`src/rtl/prf_alloc_arbiter.sv`:
```
// prf_alloc_arbiter: physical register free-bitmap owner with round-robin single-grant allocation
// and a single commit free port, registered free count and sticky illegal-free flag.
module prf_alloc_arbiter #(
    parameter int PREG_CNT = 64,
    parameter int ARCH_CNT = 32,
    parameter int REQ_CNT  = 2,
    parameter int TW       = $clog2(PREG_CNT)
) (
    input  logic               CLK,
    input  logic               RSTN,
    input  logic [REQ_CNT-1:0] REQ,
    output logic [REQ_CNT-1:0] GNT,
    output logic [TW-1:0]      GNT_TAG,
    input  logic               FREE_VALID,
    input  logic [TW-1:0]      FREE_TAG,
    output logic [TW:0]        FREE_COUNT,
    output logic               EMPTY,
    output logic               ERROR
);
    localparam int RW = (REQ_CNT > 1) ? $clog2(REQ_CNT) : 1;
    localparam logic [PREG_CNT-1:0] BITMAP_RST = {PREG_CNT{1'b1}} << ARCH_CNT;

    logic [PREG_CNT-1:0] bitmap_q, bitmap_d;
    logic [RW-1:0]       rr_q, rr_d;
    logic [TW:0]         cnt_q, cnt_d;
    logic                err_q, err_d;
    logic [RW-1:0]       win;
    logic [RW-1:0]       idx;
    logic                found, grant, free_ok;
    logic [TW-1:0]       low_tag;

    always_comb begin
        found   = 1'b0;
        win     = '0;
        idx     = '0;
        low_tag = '0;
        for (int k = 0; k < REQ_CNT; k++) begin
            idx = RW'((int'(rr_q) + k) % REQ_CNT);
            if (!found && REQ[idx]) begin
                found = 1'b1;
                win   = idx;
            end
        end
        for (int i = PREG_CNT - 1; i >= 0; i--)
            if (bitmap_q[i]) low_tag = TW'(i);
        // RSTN gating keeps GNT quiet while the async reset is held
        grant   = found && (|bitmap_q) && RSTN;
        GNT     = '0;
        if (grant) GNT[win] = 1'b1;
        GNT_TAG = grant ? low_tag : '0;
        free_ok = FREE_VALID && !bitmap_q[FREE_TAG];
        bitmap_d = bitmap_q;
        if (grant) bitmap_d[low_tag] = 1'b0;
        if (free_ok) bitmap_d[FREE_TAG] = 1'b1;
        rr_d  = grant ? RW'((int'(win) + 1) % REQ_CNT) : rr_q;
        cnt_d = cnt_q + (TW+1)'(free_ok) - (TW+1)'(grant);
        err_d = err_q | (FREE_VALID && !free_ok);
    end

    always_ff @(posedge CLK or negedge RSTN) begin
        if (!RSTN) begin
            bitmap_q <= BITMAP_RST;
            rr_q     <= '0;
            cnt_q    <= (TW+1)'(PREG_CNT - ARCH_CNT);
            err_q    <= 1'b0;
        end else begin
            bitmap_q <= bitmap_d;
            rr_q     <= rr_d;
            cnt_q    <= cnt_d;
            err_q    <= err_d;
        end
    end

    assign FREE_COUNT = cnt_q;
    assign EMPTY      = (cnt_q == '0);
    assign ERROR      = err_q;
endmodule
```
`config.mk`:
```
export PLATFORM = sky130hd
export DESIGN_NAME = prf_alloc_arbiter
export DESIGN_NICKNAME = d
export VERILOG_FILES = /design/src/rtl/prf_alloc_arbiter.sv
export SDC_FILE = /design/constraint.sdc
export NUM_CORES = 1
export LEC_CHECK = 0
export CORE_MARGIN = 8
export CORE_UTILIZATION = 41
export DETAILED_ROUTE_END_ITERATION = 6
export HOLD_SLACK_MARGIN = 0.12
export PLACE_DENSITY = 0.69
export SETUP_SLACK_MARGIN = 0.3
export SYNTH_ARGS = -nofsm -noshare
export SYNTH_HDL_FRONTEND = slang
export SYNTH_SLANG_ARGS = --single-unit
export TNS_END_PERCENT = 5
```
`constraint.sdc`:
```
create_clock -name CLK -period 4.25 [get_ports CLK]
set_input_delay 0.6375 -clock CLK [delete_from_list [all_inputs] [get_ports CLK]]
set_output_delay 0.6375 -clock CLK [all_outputs]
set_load 0.01 [all_outputs]
```
# == Word level (Yosys, flattened, before mapping) ==
# Cells that the tools add are included.
# totals
register_bits,73
in_bits,11
out_inout_bits,17
elab_cells,117
# classes
add_sub_neg,4
n_lt_le_gt_ge,8
muxes,84
n_bitwise,4
reduce_logical,13
# ops
operator,count
$mux 6,65
$mux 64,2
$and 64x64->64,1
$not 64->64,1
$or 64x64->64,1
$reduce_or 64->1,1
$lt 6x7->1 const B,2
$demux 1 s6,2
$ge 6x1->1 const B,2
$mux 1,12
$logic_and 1x1->1,8
$add 7x1->7,1
$logic_not 7->1,1
$sub 7x1->7,1
$bmux 1 s6,1
$lt 1x2->1 const B,3
$logic_not 1->1,3
$add 1x1->1 const B,2
$mux 2,1
$demux 1 s1,1
$ge 1x1->1 const B,1
$or 1x1->1,1

# == Logic depth before layout (Yosys ltp) ==
# depth
depth_word,73
depth_mapped,20
ltp_nobuf,17

# == Worst setup path before layout ==
# No wires, ideal clock.
# synth_path
path_type,register -> register
start,reg bitmap_q[36]
end,"reg cnt_q[6], in the netlist FREE_COUNT[6]"
t_arrival_ps,3594
required_ps,4125
setup_slack_ps,531
stages_incl_launch_ff,18
synth_period_minus_slack_ps,3719
cell_sequence,dfstp_2 or4_1 or4_1 o41a_1 o21ai_1 inv_1 ha_1 inv_1 ha_1 inv_1 fa_1 inv_1 a21oi_1 nor2_1 o21ai_0 a21oi_1 nor2_1 xnor2_1
# synth_via
elab_cells_between_ends,9
# synth_lines
element,line_no,text
start: declaration,23,"logic [PREG_CNT-1:0] bitmap_q, bitmap_d;"
start signal: assignment,67,bitmap_q <= bitmap_d;
$reduce_or 64->1,47,grant = found && (|bitmap_q) && RSTN;
$logic_and 1x1->1 (2 in series),47,
via grant,29,"logic found, grant, free_ok;"
$sub 7x1->7,56,cnt_d = cnt_q + (TW+1)'(free_ok) - (TW+1)'(grant);
via cnt_d[6],25,"logic [TW:0] cnt_q, cnt_d;"
end signal: assignment,64,cnt_q <= (TW+1)'(PREG_CNT - ARCH_CNT);
end signal: assignment,69,cnt_q <= cnt_d;
end: declaration,25,
# The timed path passes the listed nets, and every way through them passes these cells. The select of a mux whose other input is x is not followed.
# A chain may end at the register's enable or synchronous reset.

# == Worst setup path after layout ==
# layout_path
start,reg bitmap_q[34]
end,"reg cnt_q[4], in the netlist FREE_COUNT[4]"
# The elaborated chain is that of the path after synthesis.

==> metrics.yaml <==
clock_skew_ps: 7.85
slowest_stage: "or4_4"
wl_per_cell_um: 24.3
grt_remaining_overflow: 0
tightest_slew_ps: 1360
power_density_nw_per_um2: 800
hold_viol: 0
cellLeakagePower_uw: 0.00241
drc_errors: 0
synth_top_cell_by_area: "dfrtp_1"
root_buffer: "clkbuf_16"
place_hpwl_mm: 12.6
firstDrtPassIters: 6
critPathArrivalTime_ps: 4100
rows: 41
grt_pass1_wl_mm: 29.6
worst-path-max-fanout: 5
drtAntennaViolNets: 0
die_area_um2: 16600
insertion_delay_ps: 350
start_kind: "register"
cts_tree: "built"
synth-edff-count: 0
synthesis.nets: 589
nNetsFinal: 648
rsz0062_at_grt: "false"
drv_slew: 0
finalSetupTns_ps: 0
max_stage_delay_ps: 550
vias_per_cell: 6.86
antenna_found_initial: 0
ys.flop_type: "dfrtp_1"
clock_sinks: 73
postCtsHoldBufs: 0
min_period_over_period_pct: 91.0
die_w_um: 129
io-pin-count: 28
synth_seq_cells: 73
cp.buffers_inverters: 7
layout-drive-gt1-share_pct: 25.0
initial_core_util_pct: 41.6
synthArstFlopShare_pct: 100
holdCritPathClass: "in -> async"
ys_types: 73
die_h_um: 129
cts_buffers: 9
drv_cap: 0
drt_iter0_drc: 675
crit_path_frequent_cell: "inv_2"
reg2reg_slack_ps: 380
num_vias: 5514
yosysTopAreaCellShare_pct: 19.2
synth_warnings: 0
clockBufferDepth: 2
cp_cell_sequence: "or4_4 > or4_4 > o41a_1 > o21ai_4 > inv_2 > ha_4 > inv_2 > ha_4 > inv_2 > fa_2 > inv_2 > a21oi_2 > nor2_2 > buf_4 > buf_4 > buf_4 > nor2_1 > xnor2_1"
wl_mm: 19.6
path_clk_slew_ps: 60
port_buffers: 27
syn-cell-area_um2: 5210
yosys.cell_count.top_type: "dfrtp_1"
area_growth_pct: 22.6
seq_area_frac_synth_pct: 35.9
setup_viol: 0
yosys-top-cells-count: "40 x dfrtp_1, 37 x o21ai_1, 33 x dfstp_2"
end_kind: "register"
insertedDiodeCount: 0
status: "finished, final reports clean"
worst_ep_required_time_ps: 4490
place_congestion: 0.966
grt_usage_pct: 23.2
criticalPathCategory: "reg -> reg"
grt_pass1_vias: 5247
finalPower_uw: 5110
synth_cells: 568
cts_htree_levels: 3
fin_crit_ps: 3870
max_slew_margin_pct: 9.21
critPathTopFamily: "simple AND/OR/NAND/NOR gates"
syn_area_per_cell_um2: 9.17
core_area_um2: 12500
synth_area_leaders: "dfrtp_1 19%, dfstp_2 17%, o41ai_1 4.4%"
grt_max_degree: 67
fmax_ghz: 0.259
ir_drop_mv: 0.465
## report_power, final
part	total (µW)	switching, µW	internal [µW]	leakage [µW]
logic	3010	2060	953	0.00141
clock network	823	312	510	0.000144
registers	1270	341	934	0.000847
## cell usage in the layout (no fill, tap or decap), types with 10 or more instances in the layout
cell type	instances
buf_4	52
o21ai_0	26
nand2_1	18
nor3_1	26
nor2_1	26
a21oi_1	16
clkdlybuf4s50_1	23
or4_1	10
o31ai_1	26
nand3b_1	10
inv_1	27
nand3_1	16
nor4_1	19
o22ai_1	16
clkbuf_16	11
nand2b_1	11
o21ai_1	37
mux2i_1	11
dfstp_2	33
dfrtp_1	40
o41ai_1	26
## timing repair
| action | 4_1_cts | 5_1_grt |
|---|---|---|
| setup buffers | 16 | 16 |
| setup endpoints to repair | 2 | 3 |
| resized for setup | 7 | 19 |
| cloned | 0 | 2 |
| pin swaps | 6 | 8 |
## stage by stage
step	std cells	utilization [%]	hold slack (ps)	setup slack (ps)	area, µm²
floorplan	568	-	342	531	5210
global route	804	51.0	180	292	6390
detailed placement	754	45.3	466	-83.6	5670
global placement	754	45.3	453	-21.4	5670
CTS	786	49.0	160	316	6130
finish	804	51.0	163	382	6390
## path summary, 6_finish.rpt
kind / start / end / cells past startpoint
max: bitmap_q[34] / FREE_COUNT[4] / 18
min: RSTN / rr_q / 1
max reg2reg: bitmap_q[34] / FREE_COUNT[4] / 18
min reg2reg: ERROR / ERROR / 1
max in group asynchronous: RSTN / bitmap_q[11] / 2
min in group CLK: ERROR / ERROR / 1
## metal layers
metal  vias to the layer above  global-route usage (%)  part of all wire, %
met4                         0                    12.4                  5.2
li1                       2342                       -                    -
met3                        86                    5.42                   11
met1                      2693                    29.9                   40
met5                         -                       0                    0
met2                       393                    35.3                   44
## worst register-to-register path, cell delays in order (launching register included)
cell     delay, ps
dfstp_2        390
or4_4          550
or4_4          550
o41a_1         500
o21ai_4        120
inv_2          100
ha_4           240
inv_2           60
ha_4           130
inv_2           40
fa_2           360
inv_2           60
a21oi_2         50
nor2_2         130
buf_4          130
buf_4           90
buf_4           90
nor2_1          40
xnor2_1        120
## registers in the layout, summed over array words and instances, names as in the netlist
register / count
ERROR: 1
FREE_COUNT: 7
bitmap_q: 64
rr_q: 1
## cell families (layout without fill, tap and decap cells)
family / Yosys count / count (layout) / share of synthesized area, %
mux: 17 / 17 / 4.28
flops: 73 / 73 / 35.9
fa+ha+maj: 10 / 10 / 2.55
xor+xnor: 6 / 6 / 1.01
compound gates: 205 / 205 / 27.5
simple gates: 188 / 188 / 21.6
buf+inv: 69 / 133 / 7.25
## final cells by class
type / instances / area (µm²)
inverter: 31 / 116
tap: 172 / 215
clock buffer: 10 / 229
multi-input combinational: 426 / 3070
clock inverter: 6 / 82.6
fill: 1165 / 6130
timing repair buffer: 86 / 805
sequential: 73 / 1870
(Power assumes the default switching activity.)
